## src/rtl/sa_tile_controller_if.sv

```systemverilog
// Signal bundle between the tile sequencer and its host, operand/output SRAM banks and datapath.
// slave = sequencer side, master = environment side.
interface sa_tile_controller_if #(
  parameter int unsigned NUM_ROW = 8,
  parameter int unsigned NUM_COL = 8,
  parameter int unsigned ADDR_W  = 10
);
  logic               i_start;
  logic               i_abort;
  logic [ADDR_W-1:0]  i_k_len;
  logic [ADDR_W-1:0]  i_top_base;
  logic [ADDR_W-1:0]  i_left_base;
  logic [ADDR_W-1:0]  i_out_base;
  logic               i_top_wr_en;
  logic [ADDR_W-1:0]  i_top_wr_addr;
  logic               i_left_wr_en;
  logic [ADDR_W-1:0]  i_left_wr_addr;
  logic               o_top_en;
  logic               o_top_we;
  logic [ADDR_W-1:0]  o_top_addr;
  logic               o_left_en;
  logic               o_left_we;
  logic [ADDR_W-1:0]  o_left_addr;
  logic [NUM_COL-1:0] o_valid_top;
  logic [NUM_ROW-1:0] o_valid_left;
  logic               o_clear_acc;
  logic               o_drain;
  logic [NUM_COL-1:0] i_sa_valid_down;
  logic [NUM_COL-1:0] o_out_we;
  logic [ADDR_W-1:0]  o_out_addr;
  logic               o_busy;
  logic               o_done;

  modport master (
    output i_start, i_abort, i_k_len, i_top_base, i_left_base, i_out_base,
           i_top_wr_en, i_top_wr_addr, i_left_wr_en, i_left_wr_addr, i_sa_valid_down,
    input  o_top_en, o_top_we, o_top_addr, o_left_en, o_left_we, o_left_addr,
           o_valid_top, o_valid_left, o_clear_acc, o_drain, o_out_we, o_out_addr,
           o_busy, o_done
  );

  modport slave (
    input  i_start, i_abort, i_k_len, i_top_base, i_left_base, i_out_base,
           i_top_wr_en, i_top_wr_addr, i_left_wr_en, i_left_wr_addr, i_sa_valid_down,
    output o_top_en, o_top_we, o_top_addr, o_left_en, o_left_we, o_left_addr,
           o_valid_top, o_valid_left, o_clear_acc, o_drain, o_out_we, o_out_addr,
           o_busy, o_done
  );
endinterface

```

## src/rtl/sa_tile_controller.sv

```systemverilog
// Sequencer for one output-stationary systolic tile: clear, stream K operand rows with
// skewed valids, flush the wavefront, drain NUM_ROW result rows, pulse done.
module sa_tile_controller #(
  parameter int unsigned NUM_ROW = 8,
  parameter int unsigned NUM_COL = 8,
  parameter int unsigned ADDR_W  = 10,
  parameter bit          SKEW_EN = 1'b1
) (
  input logic                 clk,
  input logic                 rst_n,
  sa_tile_controller_if.slave bus
);
  localparam int unsigned DEPTH     = (NUM_ROW > NUM_COL) ? NUM_ROW : NUM_COL;
  localparam int unsigned FLUSH_LEN = NUM_ROW + NUM_COL + 1;
  localparam int unsigned FL_W      = $clog2(FLUSH_LEN);
  localparam int unsigned BEAT_W    = (NUM_ROW > 1) ? $clog2(NUM_ROW) : 1;

  typedef enum logic [2:0] {IDLE, CLEAR, STREAM, FLUSH, DRAIN, DONE} state_t;

  state_t              state;
  logic [ADDR_W-1:0]   k_q;
  logic [ADDR_W-1:0]   top_base_q;
  logic [ADDR_W-1:0]   left_base_q;
  logic [ADDR_W-1:0]   out_base_q;
  logic [ADDR_W-1:0]   cnt;
  logic [FL_W-1:0]     flush_cnt;
  logic [BEAT_W-1:0]   beat;
  logic [DEPTH-1:0]    vpipe;
  logic                rd_q;
  logic                clear_q;
  logic                drain_q;
  logic                busy_q;
  logic                done_q;
  logic                is_idle;

  always_ff @(posedge clk or negedge rst_n) begin
    if (!rst_n) begin
      state       <= IDLE;
      k_q         <= '0;
      top_base_q  <= '0;
      left_base_q <= '0;
      out_base_q  <= '0;
      cnt         <= '0;
      flush_cnt   <= '0;
      beat        <= '0;
      vpipe       <= '0;
      rd_q        <= 1'b0;
      clear_q     <= 1'b0;
      drain_q     <= 1'b0;
      busy_q      <= 1'b0;
      done_q      <= 1'b0;
    end else if (bus.i_abort) begin
      state     <= IDLE;
      cnt       <= '0;
      flush_cnt <= '0;
      beat      <= '0;
      vpipe     <= '0;
      rd_q      <= 1'b0;
      clear_q   <= 1'b0;
      drain_q   <= 1'b0;
      busy_q    <= 1'b0;
      done_q    <= 1'b0;
    end else begin
      // Read-issue history; bit j is rd delayed j+1 cycles, keeps shifting through FLUSH.
      vpipe   <= DEPTH'({vpipe, rd_q});
      clear_q <= 1'b0;
      done_q  <= 1'b0;
      case (state)
        IDLE: begin
          if (bus.i_start) begin
            k_q         <= bus.i_k_len;
            top_base_q  <= bus.i_top_base;
            left_base_q <= bus.i_left_base;
            out_base_q  <= bus.i_out_base;
            state       <= CLEAR;
            clear_q     <= 1'b1;
            busy_q      <= 1'b1;
          end
        end
        CLEAR: begin
          cnt <= '0;
          if (k_q != '0) begin
            state <= STREAM;
            rd_q  <= 1'b1;
          end else begin
            state  <= DONE;
            done_q <= 1'b1;
          end
        end
        STREAM: begin
          if (cnt == k_q - ADDR_W'(1)) begin
            state     <= FLUSH;
            rd_q      <= 1'b0;
            flush_cnt <= '0;
          end else begin
            cnt <= cnt + ADDR_W'(1);
          end
        end
        FLUSH: begin
          if (flush_cnt == FL_W'(FLUSH_LEN - 1)) begin
            state   <= DRAIN;
            drain_q <= 1'b1;
            beat    <= '0;
          end else begin
            flush_cnt <= flush_cnt + FL_W'(1);
          end
        end
        DRAIN: begin
          if (|bus.i_sa_valid_down) begin
            if (beat == BEAT_W'(NUM_ROW - 1)) begin
              state   <= DONE;
              drain_q <= 1'b0;
              done_q  <= 1'b1;
            end else begin
              beat <= beat + BEAT_W'(1);
            end
          end
        end
        DONE: begin
          state  <= IDLE;
          busy_q <= 1'b0;
        end
        default: state <= IDLE;
      endcase
    end
  end

  assign is_idle = (state == IDLE);

  // Host writes pass straight through only while idle.
  assign bus.o_top_en    = is_idle ? bus.i_top_wr_en  : rd_q;
  assign bus.o_top_we    = is_idle & bus.i_top_wr_en;
  assign bus.o_top_addr  = is_idle ? bus.i_top_wr_addr  : (rd_q ? top_base_q + cnt  : '0);
  assign bus.o_left_en   = is_idle ? bus.i_left_wr_en : rd_q;
  assign bus.o_left_we   = is_idle & bus.i_left_wr_en;
  assign bus.o_left_addr = is_idle ? bus.i_left_wr_addr : (rd_q ? left_base_q + cnt : '0);

  assign bus.o_clear_acc = clear_q;
  assign bus.o_drain     = drain_q;
  assign bus.o_busy      = busy_q;
  assign bus.o_done      = done_q;
  assign bus.o_out_we    = (drain_q && !bus.i_abort) ? bus.i_sa_valid_down : '0;
  assign bus.o_out_addr  = drain_q ? out_base_q + ADDR_W'(beat) : '0;

  always_comb begin
    bus.o_valid_top  = '0;
    bus.o_valid_left = '0;
    for (int unsigned c = 0; c < NUM_COL; c++)
      bus.o_valid_top[c] = SKEW_EN ? vpipe[c] : vpipe[0];
    for (int unsigned r = 0; r < NUM_ROW; r++)
      bus.o_valid_left[r] = SKEW_EN ? vpipe[r] : vpipe[0];
  end
endmodule

```

## src/flat_wrapper.sv

```systemverilog
// flat-port wrapper written by rule: the top's interface ports become plain ports
module sa_tile_controller_flat 
#(
  parameter int unsigned NUM_ROW = 8,
  parameter int unsigned NUM_COL = 8,
  parameter int unsigned ADDR_W  = 10,
  parameter bit          SKEW_EN = 1'b1
)
  (clk, rst_n, bus_i_start, bus_i_abort, bus_i_k_len, bus_i_top_base, bus_i_left_base, bus_i_out_base, bus_i_top_wr_en, bus_i_top_wr_addr, bus_i_left_wr_en, bus_i_left_wr_addr, bus_i_sa_valid_down, bus_o_top_en, bus_o_top_we, bus_o_top_addr, bus_o_left_en, bus_o_left_we, bus_o_left_addr, bus_o_valid_top, bus_o_valid_left, bus_o_clear_acc, bus_o_drain, bus_o_out_we, bus_o_out_addr, bus_o_busy, bus_o_done);
  sa_tile_controller_if #(.NUM_ROW(NUM_ROW), .NUM_COL(NUM_COL), .ADDR_W(ADDR_W)) bus_i ();
  input logic clk;
  input logic rst_n;
  input wire logic [$bits(bus_i.i_start)-1:0] bus_i_start;
  input wire logic [$bits(bus_i.i_abort)-1:0] bus_i_abort;
  input wire logic [$bits(bus_i.i_k_len)-1:0] bus_i_k_len;
  input wire logic [$bits(bus_i.i_top_base)-1:0] bus_i_top_base;
  input wire logic [$bits(bus_i.i_left_base)-1:0] bus_i_left_base;
  input wire logic [$bits(bus_i.i_out_base)-1:0] bus_i_out_base;
  input wire logic [$bits(bus_i.i_top_wr_en)-1:0] bus_i_top_wr_en;
  input wire logic [$bits(bus_i.i_top_wr_addr)-1:0] bus_i_top_wr_addr;
  input wire logic [$bits(bus_i.i_left_wr_en)-1:0] bus_i_left_wr_en;
  input wire logic [$bits(bus_i.i_left_wr_addr)-1:0] bus_i_left_wr_addr;
  input wire logic [$bits(bus_i.i_sa_valid_down)-1:0] bus_i_sa_valid_down;
  output wire logic [$bits(bus_i.o_top_en)-1:0] bus_o_top_en;
  output wire logic [$bits(bus_i.o_top_we)-1:0] bus_o_top_we;
  output wire logic [$bits(bus_i.o_top_addr)-1:0] bus_o_top_addr;
  output wire logic [$bits(bus_i.o_left_en)-1:0] bus_o_left_en;
  output wire logic [$bits(bus_i.o_left_we)-1:0] bus_o_left_we;
  output wire logic [$bits(bus_i.o_left_addr)-1:0] bus_o_left_addr;
  output wire logic [$bits(bus_i.o_valid_top)-1:0] bus_o_valid_top;
  output wire logic [$bits(bus_i.o_valid_left)-1:0] bus_o_valid_left;
  output wire logic [$bits(bus_i.o_clear_acc)-1:0] bus_o_clear_acc;
  output wire logic [$bits(bus_i.o_drain)-1:0] bus_o_drain;
  output wire logic [$bits(bus_i.o_out_we)-1:0] bus_o_out_we;
  output wire logic [$bits(bus_i.o_out_addr)-1:0] bus_o_out_addr;
  output wire logic [$bits(bus_i.o_busy)-1:0] bus_o_busy;
  output wire logic [$bits(bus_i.o_done)-1:0] bus_o_done;
  assign bus_i.i_start = bus_i_start;
  assign bus_i.i_abort = bus_i_abort;
  assign bus_i.i_k_len = bus_i_k_len;
  assign bus_i.i_top_base = bus_i_top_base;
  assign bus_i.i_left_base = bus_i_left_base;
  assign bus_i.i_out_base = bus_i_out_base;
  assign bus_i.i_top_wr_en = bus_i_top_wr_en;
  assign bus_i.i_top_wr_addr = bus_i_top_wr_addr;
  assign bus_i.i_left_wr_en = bus_i_left_wr_en;
  assign bus_i.i_left_wr_addr = bus_i_left_wr_addr;
  assign bus_i.i_sa_valid_down = bus_i_sa_valid_down;
  assign bus_o_top_en = bus_i.o_top_en;
  assign bus_o_top_we = bus_i.o_top_we;
  assign bus_o_top_addr = bus_i.o_top_addr;
  assign bus_o_left_en = bus_i.o_left_en;
  assign bus_o_left_we = bus_i.o_left_we;
  assign bus_o_left_addr = bus_i.o_left_addr;
  assign bus_o_valid_top = bus_i.o_valid_top;
  assign bus_o_valid_left = bus_i.o_valid_left;
  assign bus_o_clear_acc = bus_i.o_clear_acc;
  assign bus_o_drain = bus_i.o_drain;
  assign bus_o_out_we = bus_i.o_out_we;
  assign bus_o_out_addr = bus_i.o_out_addr;
  assign bus_o_busy = bus_i.o_busy;
  assign bus_o_done = bus_i.o_done;
  sa_tile_controller #(.NUM_ROW(NUM_ROW), .NUM_COL(NUM_COL), .ADDR_W(ADDR_W), .SKEW_EN(SKEW_EN)) u_core (.clk(clk), .rst_n(rst_n), .bus(bus_i));
endmodule
```

## config.mk

```make
export PLATFORM = sky130hd
export DESIGN_NAME = sa_tile_controller_flat
export DESIGN_NICKNAME = d
export VERILOG_FILES = /design/src/rtl/sa_tile_controller_if.sv /design/src/rtl/sa_tile_controller.sv /design/src/flat_wrapper.sv
export SDC_FILE = /design/constraint.sdc
export NUM_CORES = 1
export LEC_CHECK = 0
export ABC_AREA = 1
export CORE_AREA = 2 2 85 148
export CTS_CLUSTER_SIZE = 25
export DETAILED_ROUTE_END_ITERATION = 8
export DIE_AREA = 0 0 87 150
export HOLD_SLACK_MARGIN = 0.06
export PLACE_DENSITY = 0.69
export SLEW_MARGIN = 40
export SYNTH_ARGS = -nofsm -noshare
export SYNTH_HDL_FRONTEND = slang
export SYNTH_SLANG_ARGS = --single-unit
```

## constraint.sdc

```tcl
create_clock -name clk -period 3.2 [get_ports clk]
set_clock_uncertainty 0.05 [all_clocks]
set_input_delay 0.48 -clock clk [delete_from_list [all_inputs] [get_ports clk]]
set_output_delay 0.48 -clock clk [all_outputs]
set_load 0.01 [all_outputs]
```

# --- Yosys cells after proc, flatten, opt, wreduce, memory -nomap -nowiden ---
# Index checks and enable logic that the tools add are counted.
op_classes:
  n_reduce_logical: 17
  mux: 49
  eq_ne: 17
  bitwise_logic: 3
  addsub: 7
ops:
  columns: ["cell", "n"]
  rows:
  - ["$mux W10", 7]
  - ["$mux W3", 11]
  - ["$add A10 B10 Y10", 2]
  - ["$pmux W10 S2", 1]
  - ["$mux W1", 18]
  - ["$mux W8", 2]
  - ["$mux W5", 3]
  - ["$ne A3 B2 Y1 const B", 5]
  - ["$pmux W3 S5", 1]
  - ["$ne A3 B3 Y1 const B", 4]
  - ["$reduce_bool A3 Y1", 4]
  - ["$add A10 B1 Y10 const B", 1]
  - ["$add A10 B3 Y10", 1]
  - ["$eq A10 B10 Y1", 1]
  - ["$pmux W5 S2", 1]
  - ["$reduce_bool A10 Y1", 1]
  - ["$sub A10 B1 Y10 const B", 1]
  - ["$eq A3 B3 Y1 const B", 3]
  - ["$reduce_and A3 Y1", 3]
  - ["$pmux W1 S2", 4]
  - ["$reduce_and A4 Y1", 2]
  - ["$reduce_or A8 Y1", 1]
  - ["$eq A3 B2 Y1 const B", 2]
  - ["$pmux W3 S2", 1]
  - ["11 further kinds", 13]
totals:
  output_inout_bits: 62
  elab_cells: 107
  reg_bits: 74
  inputBits: 74

# --- Depth between registers and ports, before layout ---
# Gate-level depths: netlist (run 1).
depth:
  word_depth: 5
  depth_mapped: 16
  mapped_depth_nobuf: 15

# --- Least setup slack after synthesis (run 1) ---
# OpenSTA, ideal clock, no wires.
synth_timing:
  path_kind: "register to output"
  startpoint: "reg u_core.cnt[0]"
  endpoint: "out bus_o_top_addr[6]"
  t_arrival_ns: 1.827
  slack_ns: 0.843
  path_buffers: 0
  path_stages_with_launch: 10
  t_required_ns: 2.670
  path_cell_list: "dfrtp_1 > ha_1 > fa_1 > nand3_1 > nand2_1 > nand2_1 > nand2_1 > a21oi_1 > o21ai_0 > o21ai_0"
synth_via:
  elab_chain_len: 3
synth_lines:
  columns: ["element", "line_no", "source"]
  rows:
  - ["start: declaration", "sa_tile_controller.sv:25", "logic [ADDR_W-1:0] cnt;"]
  - ["start signal: assignment", "sa_tile_controller.sv:96", "cnt <= cnt + ADDR_W'(1);"]
  - ["$add A10 B10 Y10", "sa_tile_controller.sv:133", "assign bus.o_top_addr = is_idle ? bus.i_top_wr_addr : (rd_q ? top_base_q + cnt : '0);"]
  - ["$mux W10 (2 in series)", "sa_tile_controller.sv:133", null]
  - ["end: declaration", "flat_wrapper.sv:26", "output wire logic [$bits(bus_i.o_top_addr)-1:0] bus_o_top_addr;"]
# No other way between the ends.

# --- Final worst setup path (run 1) ---
layout_timing:
  startpoint: "reg u_core.cnt[6]"
  endpoint: "out bus_o_left_addr[9]"
layout_via:
  elab_chain_len: 3
layout_lines:
  columns: ["element", "line_no", "source"]
  rows:
  - ["$add A10 B10 Y10", "sa_tile_controller.sv:136", "assign bus.o_left_addr = is_idle ? bus.i_left_wr_addr : (rd_q ? left_base_q + cnt : '0);"]
  - ["$mux W10 (2 in series)", "sa_tile_controller.sv:136", null]
  - ["end: declaration", "flat_wrapper.sv:29", "output wire logic [$bits(bus_i.o_left_addr)-1:0] bus_o_left_addr;"]
# No other way between the ends.

==> results of run 1 <==
==> logic make-up after synthesis <==
family,Yosys count
xor gates and xnor gates,17
AOI/OAI and AO/OA,91
buffers and inverters,117
and+or+nand+nor,400
adders and majority gates,31
DFF,74
==> metrics by stage <==
step / setup TNS [ns] / hold WS, ns / std cells
final: 0 / 0.0997 / 1003
after global routing: -0.0336 / 0.162 / 1003
after CTS: 0 / 0.133 / 1002
after detailed placement: 0 / 0.416 / 986
after global placement: 0 / 0.408 / 986
after floorplan: 0 / 0.134 / 730
==> layout make-up <==
class	count	share of cell area (%)
repair buffers	146	20.5
multi-input cells	539	41.3
clock inverters	7	1.09
inverters	91	4.88
well taps	137	2.45
flip-flops and latches	74	26.6
clock buffers	9	3.22
==> worst paths after layout <==
kind	from	to	depth (start not counted)	slack, ns
max reg2reg	u_core.k_q[0]	u_core.flush_cnt[1]	13	0.94
min reg2reg	u_core.left_base_q[0]	u_core.left_base_q[0]	2	0.42
max in group asynchronous	rst_n	u_core.cnt[5]	1	2.51
min in group clk	u_core.left_base_q[0]	u_core.left_base_q[0]	2	0.42
max	u_core.cnt[6]	bus_o_left_addr[9]	9	0.08
min	rst_n	u_core.flush_cnt[0]	1	0.1
==> flip-flops by register name, indices dropped and copies added (netlist names) <==
name	count
u_core.k_q	10
u_core.cnt	10
u_core.bus.o_busy	1
u_core.flush_cnt	5
u_core.left_base_q	10
u_core.bus.o_done	1
u_core.state	3
u_core.out_base_q	10
u_core.rd_q	1
u_core.top_base_q	10
u_core.bus.o_drain	1
u_core.bus.o_clear_acc	1
u_core.bus.o_valid_left	8
u_core.beat	3
==> routing by layer <==
layer / global-route usage (%) / part of all wire, % / wire length, um / vias to the layer above
met5: 0 / 0 / 0 / -
met4: 11.6 / 4.2 / 605 / 0
met3: 3.64 / 4.6 / 659 / 34
met2: 43.2 / 55 / 7930 / 163
met1: 21.9 / 36 / 5100 / 2389
li1: - / - / - / 2580
==> critical path: cells and delay by family (launching register included) <==
kind / cells / cell delay [ns]
fa+ha+maj: 1 / 0.34
buf+inv: 2 / 0.61
simple gates: 5 / 0.55
flops: 1 / 0.47
compound gates: 1 / 0.26
==> where the power goes <==
part | switching (mW) | total [mW] | leakage, nW | internal, mW
Combinational | 1.35 | 2.31 | 2.35 | 0.966
Clock | 0.415 | 1.02 | 0.142 | 0.609
Sequential | 0.245 | 1.47 | 0.955 | 1.22
==> cell usage after synthesis <==
cell / instances
a221oi_1: 2
a22oi_1: 1
buf_4: 13
nor4_1: 5
xor2_1: 9
nand3_2: 2
nand2_2: 4
buf_2: 7
o21ai_1: 15
inv_1: 79
o21bai_1: 3
o21ai_2: 7
ha_1: 28
nor2_4: 3
a21oi_2: 1
clkinv_1: 3
dfrtp_1: 74
nor3_4: 3
nand3b_1: 2
nand4_1: 10
or2_2: 4
a31oi_1: 2
nand2_1: 245
and2_1: 3
inv_2: 9
buf_6: 2
xnor2_1: 7
clkbuf_1: 2
o21ai_0: 32
a22o_1: 4
o211ai_1: 1
a21oi_1: 21
buf_1: 2
nor3_1: 11
fa_1: 3
nor2_2: 5
nor3_2: 1
nor2_1: 62
nand3_1: 37
o31ai_1: 1
xnor3_1: 1
nand2_4: 3
o22ai_1: 1
==> what timing repair did <==
action | 4_1_cts | 5_1_grt
endpoints found under the setup margin | 6 | 8
buffers inserted | 0 | 1
pin swaps | 0 | 1
gates resized for setup | 6 | 16
==> layout by cell type, fill, tap and decap left out, drive strengths merged <==
| cell | n |
|---|---|
| nor2 | 70 |
| fa | 3 |
| nand2 | 252 |
| ha | 28 |
| a22o | 4 |
| a22oi | 1 |
| o22ai | 1 |
| a31oi | 2 |
| a21oi | 22 |
| nand4 | 10 |
| o31ai | 1 |
| inv | 90 |
| clkdlybuf4s50 | 127 |
| nand3 | 39 |
| o21ai | 54 |
| xnor3 | 1 |
| nor3 | 15 |
| dlygate4sd2 | 5 |
| buf | 12 |
| nor4 | 5 |
| bufinv | 1 |
| nand3b | 2 |
| clkinv | 5 |
| o211ai | 1 |
| clkbuf | 9 |
| o21bai | 3 |
| dlymetal6s2s | 2 |
| clkinvlp | 2 |
| and2 | 3 |
| xor2 | 9 |
| xnor2 | 7 |
| dfrtp | 74 |
| or2 | 4 |
| a221oi | 2 |
==> summary.txt, run 1 <==
Detailed routing
  • DR WL/cell: 14.3 um
  • Detailed-route via count: 5166
  • DRC: 0
  • Routed WL: 14.3 mm
  • Starting DRT DRC Count: 251
  • DRT Pass-1 Iters: 6
  • Final ANT Viol Nets: 0
  • Vias/cell: 5.15

Critical path
  • CP max stage delay: 0.52 ns
  • Startpoint types: flip-flop
  • Worst EP arrival: 2.59 ns
  • Most used cell, CP: nand3_1
  • Maximum fanout along the worst path: 4
  • Setup crit end kind: output pin
  • Worst EP required: 2.67 ns
  • CP cell instances: ha_1 > inv_1 > o21bai_1 > nand3_1 > nand4_1 > or2_2 > nand3_1 > nand2_1 > clkdlybuf4s50_1
  • Slowest stage cell on the critical path: clkdlybuf4s50_1
  • Crit Path Class: reg -> out

Placed design
  • Post-DP HPWL: 11.1 mm
  • DP Area: 0.00664 mm^2
  • Port bufs: 135
  • GP Congestion: 0.857
  • DP Worst Slack: 0.317 ns

Final layout
  • Filler cell count: 1102
  • Layout Nets: 966
  • P&R area growth vs syn: 34.3%
  • FF+latch area: 0.00186 mm^2
  • Layout cell share with drive strength beyond 1: 9.70%
  • Ant diodes: 0
  • Final Cell Area: 0.00700 mm^2
  • Final Core Density: 59.0%
  • Multi-input gate area: 0.00289 mm^2

Global route
  • Largest net degree at the start of global routing: 75
  • GRT Util Overall: 22.4%
  • Global-route wire length before repair: 23.3 mm
  • Global route overflow: 0
  • Vias in the first global route: 5278
  • Initial antenna violation count: 0

STA
  • RSZ-0062 raised after global routing: true
  • Minimum clock period: 3.12 ns
  • Hold Vio Cnt, Final: 0
  • Fin crit share: 97.4%
  • Worst-margin pin slew: 0.668 ns
  • Setup WS post-layout: 0.0843 ns
  • Fmax: 321 MHz
  • Rel. slew slack: 55.5%
  • Setup Viol. Count Final: 0
  • Max Slew Vio Count: 0

Power and ir drop
  • PD cells: 687 mW/mm^2
  • Leakage: 3.45 nW
  • Total power: 4.80 mW
  • VDD IR max: 0.411 mV

Synth
  • Mux contribution to synthesized area: 0%
  • Mapped Area: 0.00521 mm^2
  • Post-synthesis compound-gate area fraction: 10.1%
  • Synth Warn #: 0
  • Synth Area in XOR/XNOR: 3.12%
  • Post-synth cell types: 43
  • Synth Instances: 730
  • Post-synth top area share: 35.5%
  • Synth area leader: dfrtp_1
  • Simple-gate share of the synthesized area: 33.5%
  • Syn Area/Cell: 7.14 um^2
  • Main combinational cell family by area after synthesis: simple AND/OR/NAND/NOR gates
  • Fraction of the mapped netlist area in adder cells: 7.88%
  • Area contributors post-synth: dfrtp_1, nand2_1, ha_1
  • Register bit count reported by yosys: 74
  • Post-synthesis sequential area ratio: 35.5%
  • Syn Nets: 835

Run
  • Maxcap violations: 0

Floorplan
  • Chip height: 150 um
  • Die ar.: 0.0131 mm^2
  • Site Rows: 53
  • IO Pins: 136
  • Initial Util: 43.9%
  • CORE AREA: 0.0119 mm^2
  • DIE WIDTH: 87 um

CTS
  • CTS tree: built
  • Clock Path Buffers: 2
  • Htree depth: 3
  • Clock Latency Late Sink: 0.34 ns
  • Clock sinks: 74
  • Clock root cell: clkbuf_16
  • # hold bufs at CTS: 0
  • Worst-path clk slew: 0.06 ns
  • CTS Buf Count: 9

Min path
  • Hold Path Class: in -> async

Run status
  • Outcome: finished, final reports clean
No activity file was read; power rests on OpenSTA's default activity.
==> run 2, diff against run 1 <==
GPL_TIMING_DRIVEN = 0   (was unset)
==> summary.txt, run 2 (same netlist as run 1, synthesis figures left out) <==
Critical path
  • Crit path launch: u_core.cnt[6] (unchanged)
  • Worst reg2reg path depth: 15 (was 13)
  • Worst EP required: 2.67 ns (about the same)
  • Setup crit end kind: output pin (unchanged)
  • Crit Path Class: reg -> out (unchanged)
  • R2R Path Start: u_core.k_q[0] (unchanged)
  • Maximum fanout along the worst path: 4 (unchanged)
  • FF-to-FF setup slack: 0.91 ns (was 0.94 ns)
  • CP Capture Point: bus_o_left_addr[9] (unchanged)
  • R2r endpoint: u_core.flush_cnt[0] (was u_core.flush_cnt[1])
  • Startpoint types: flip-flop (unchanged)
  • Worst EP arrival: 2.57 ns (was 2.59 ns)

Global route
  • Global route overflow: 0 (unchanged)
  • Vias in the first global route: 5194 (was 5278)
  • Global-route wire length before repair: 23.8 mm (was 23.3 mm)
  • Largest net degree at the start of global routing: 40 (was 75)
  • Initial antenna violation count: 0 (unchanged)
  • GRT Util Overall: 23.0% (was 22.4%)

Power and ir drop
  • Leakage: 3.57 nW (was 3.45 nW)
  • VDD IR max: 0.326 mV (was 0.411 mV)
  • PD cells: 694 mW/mm^2 (was 687 mW/mm^2)
  • Total power: 4.98 mW (was 4.80 mW)

STA
  • Fmax: 323 MHz (was 321 MHz)
  • Worst-margin pin slew: 0.580 ns (was 0.668 ns)
  • Hold Vio Cnt, Final: 0 (unchanged)
  • Max Slew Vio Count: 0 (unchanged)
  • Minimum clock period: 3.10 ns (was 3.12 ns)
  • RSZ-0062 raised after global routing: true (unchanged)
  • Setup WS post-layout: 0.102 ns (was 0.0843 ns)
  • Fin crit share: 96.8% (was 97.4%)
  • Setup Viol. Count Final: 0 (unchanged)
  • Rel. slew slack: 61.3% (was 55.5%)

Run status
  • Outcome: finished, final reports clean (unchanged)

Detailed routing
  • DRT Pass-1 Iters: 5 (was 6)
  • Starting DRT DRC Count: 296 (was 251)
  • Final ANT Viol Nets: 0 (unchanged)
  • Routed WL: 14.9 mm (was 14.3 mm)
  • DR WL/cell: 14.5 um (was 14.3 um)
  • Vias/cell: 5.13 (was 5.15)
  • DRC: 0 (unchanged)
  • Detailed-route via count: 5240 (was 5166)

Floorplan
  • CORE AREA: 0.0119 mm^2 (unchanged)
  • IO Pins: 136 (unchanged)
  • Site Rows: 53 (unchanged)
  • Die ar.: 0.0131 mm^2 (unchanged)
  • Initial Util: 43.9% (unchanged)
  • Chip height: 150 um (unchanged)
  • DIE WIDTH: 87 um (unchanged)

Final layout
  • Layout cell share with drive strength beyond 1: 11.9% (was 9.70%)
  • Most common cell after layout, fill and taps aside: nand2_1 (unchanged)
  • Filler cell count: 1086 (was 1102)
  • P&R area growth vs syn: 37.9% (was 34.3%)
  • Layout Nets: 986 (was 966)
  • Most frequent cells in the layout: nand2_1, clkdlybuf4s50_1, inv_1 (unchanged)
  • Final Cell Area: 0.00719 mm^2 (was 0.00700 mm^2)
  • Final Core Density: 60.5% (was 59.0%)
  • Ant diodes: 0 (unchanged)

CTS
  • Clock sinks: 74 (unchanged)
  • CTS tree: built (unchanged)
  • Clock Latency Late Sink: 0.34 ns (about the same)
  • Clock Path Buffers: 2 (unchanged)
  • Htree depth: 3 (unchanged)
  • CTS Buf Count: 9 (unchanged)
  • Clock root cell: clkbuf_16 (unchanged)
  • Worst-path clk slew: 0.06 ns (about the same)

Placed design
  • DP Worst Slack: 0.126 ns (was 0.317 ns)
  • GP Congestion: 0.901 (was 0.857)
  • DP Area: 0.00675 mm^2 (was 0.00664 mm^2)
  • Post-DP HPWL: 11.7 mm (was 11.1 mm)
  • Port bufs: 134 (was 135)

Run
  • Maxcap violations: 0 (unchanged)

Min path
  • Hold Path Class: reg -> reg (was in -> async)
==> run 2: metrics by stage <==
step | hold slack [ns] | std cells | TNS, ns
final | 0.428 | 1022 | 0
after global routing | 0.449 | 1022 | -0.0142
after CTS | 0.427 | 1018 | 0
after detailed placement | 0.357 | 1002 | 0
after global placement | 0.409 | 1001 | -71.28
after floorplan | 0.134 | 730 | 0
==> run 2: critical path: stages (launching register included) <==
cell             delay (ns)
dfrtp_1                0.46
ha_1                   0.37
inv_1                  0.14
o21bai_1               0.11
nand3_1                0.10
nand4_1                0.16
or2_2                  0.31
nand3_1                0.07
nand2_1                0.05
clkdlybuf4s50_1        0.47
==> run 2: per-layer routing <==
| layer | wire, um | global-route usage, % |
|---|---|---|
| met5 | 0 | 0 |
| met4 | 487 | 10.7 |
| met3 | 570 | 3.03 |
| met2 | 8300 | 44.7 |
| met1 | 5510 | 23.3 |
==> run 2: worst min path at each step <==
stage,end,startpoint,cells past startpoint
detailed placement,u_core.bus.o_done,rst_n,1
global placement,u_core.top_base_q[0],u_core.top_base_q[0],2
global route,u_core.top_base_q[3],u_core.top_base_q[3],2
floorplan,u_core.beat[0],rst_n,0
finish,u_core.top_base_q[7],u_core.top_base_q[7],2
CTS,u_core.left_base_q[3],u_core.left_base_q[3],2
==> run 2: cell type report <==
type / count / area (um^2) / area share [%]
inverters: 91 / 343 / 4.77
clock buffers: 10 / 239 / 3.33
clock inverters: 5 / 78.8 / 1.10
repair buffers: 140 / 1410 / 19.7
multi-input cells: 539 / 2910 / 40.5
flip-flops and latches: 74 / 1860 / 25.9
plain buffers: 26 / 170 / 2.37
well taps: 137 / 171 / 2.39
==> run 2: report_power, final <==
group	switching [mW]	total (mW)	leakage (nW)	internal (mW)
clock network	0.383	1.08	0.158	0.698
registers	0.251	1.47	0.955	1.22
logic	1.40	2.43	2.46	1.03
total	2.04	4.98	3.57	2.95
==> run 2: repair_timing <==
item	in CTS	in global routing
gates cloned	0	0
hold buffers	1	0
endpoints found under the setup margin	15	14
resized for setup	9	21
buffers inserted	0	4
endpoints found under the hold margin	38	0
pin swaps	0	0
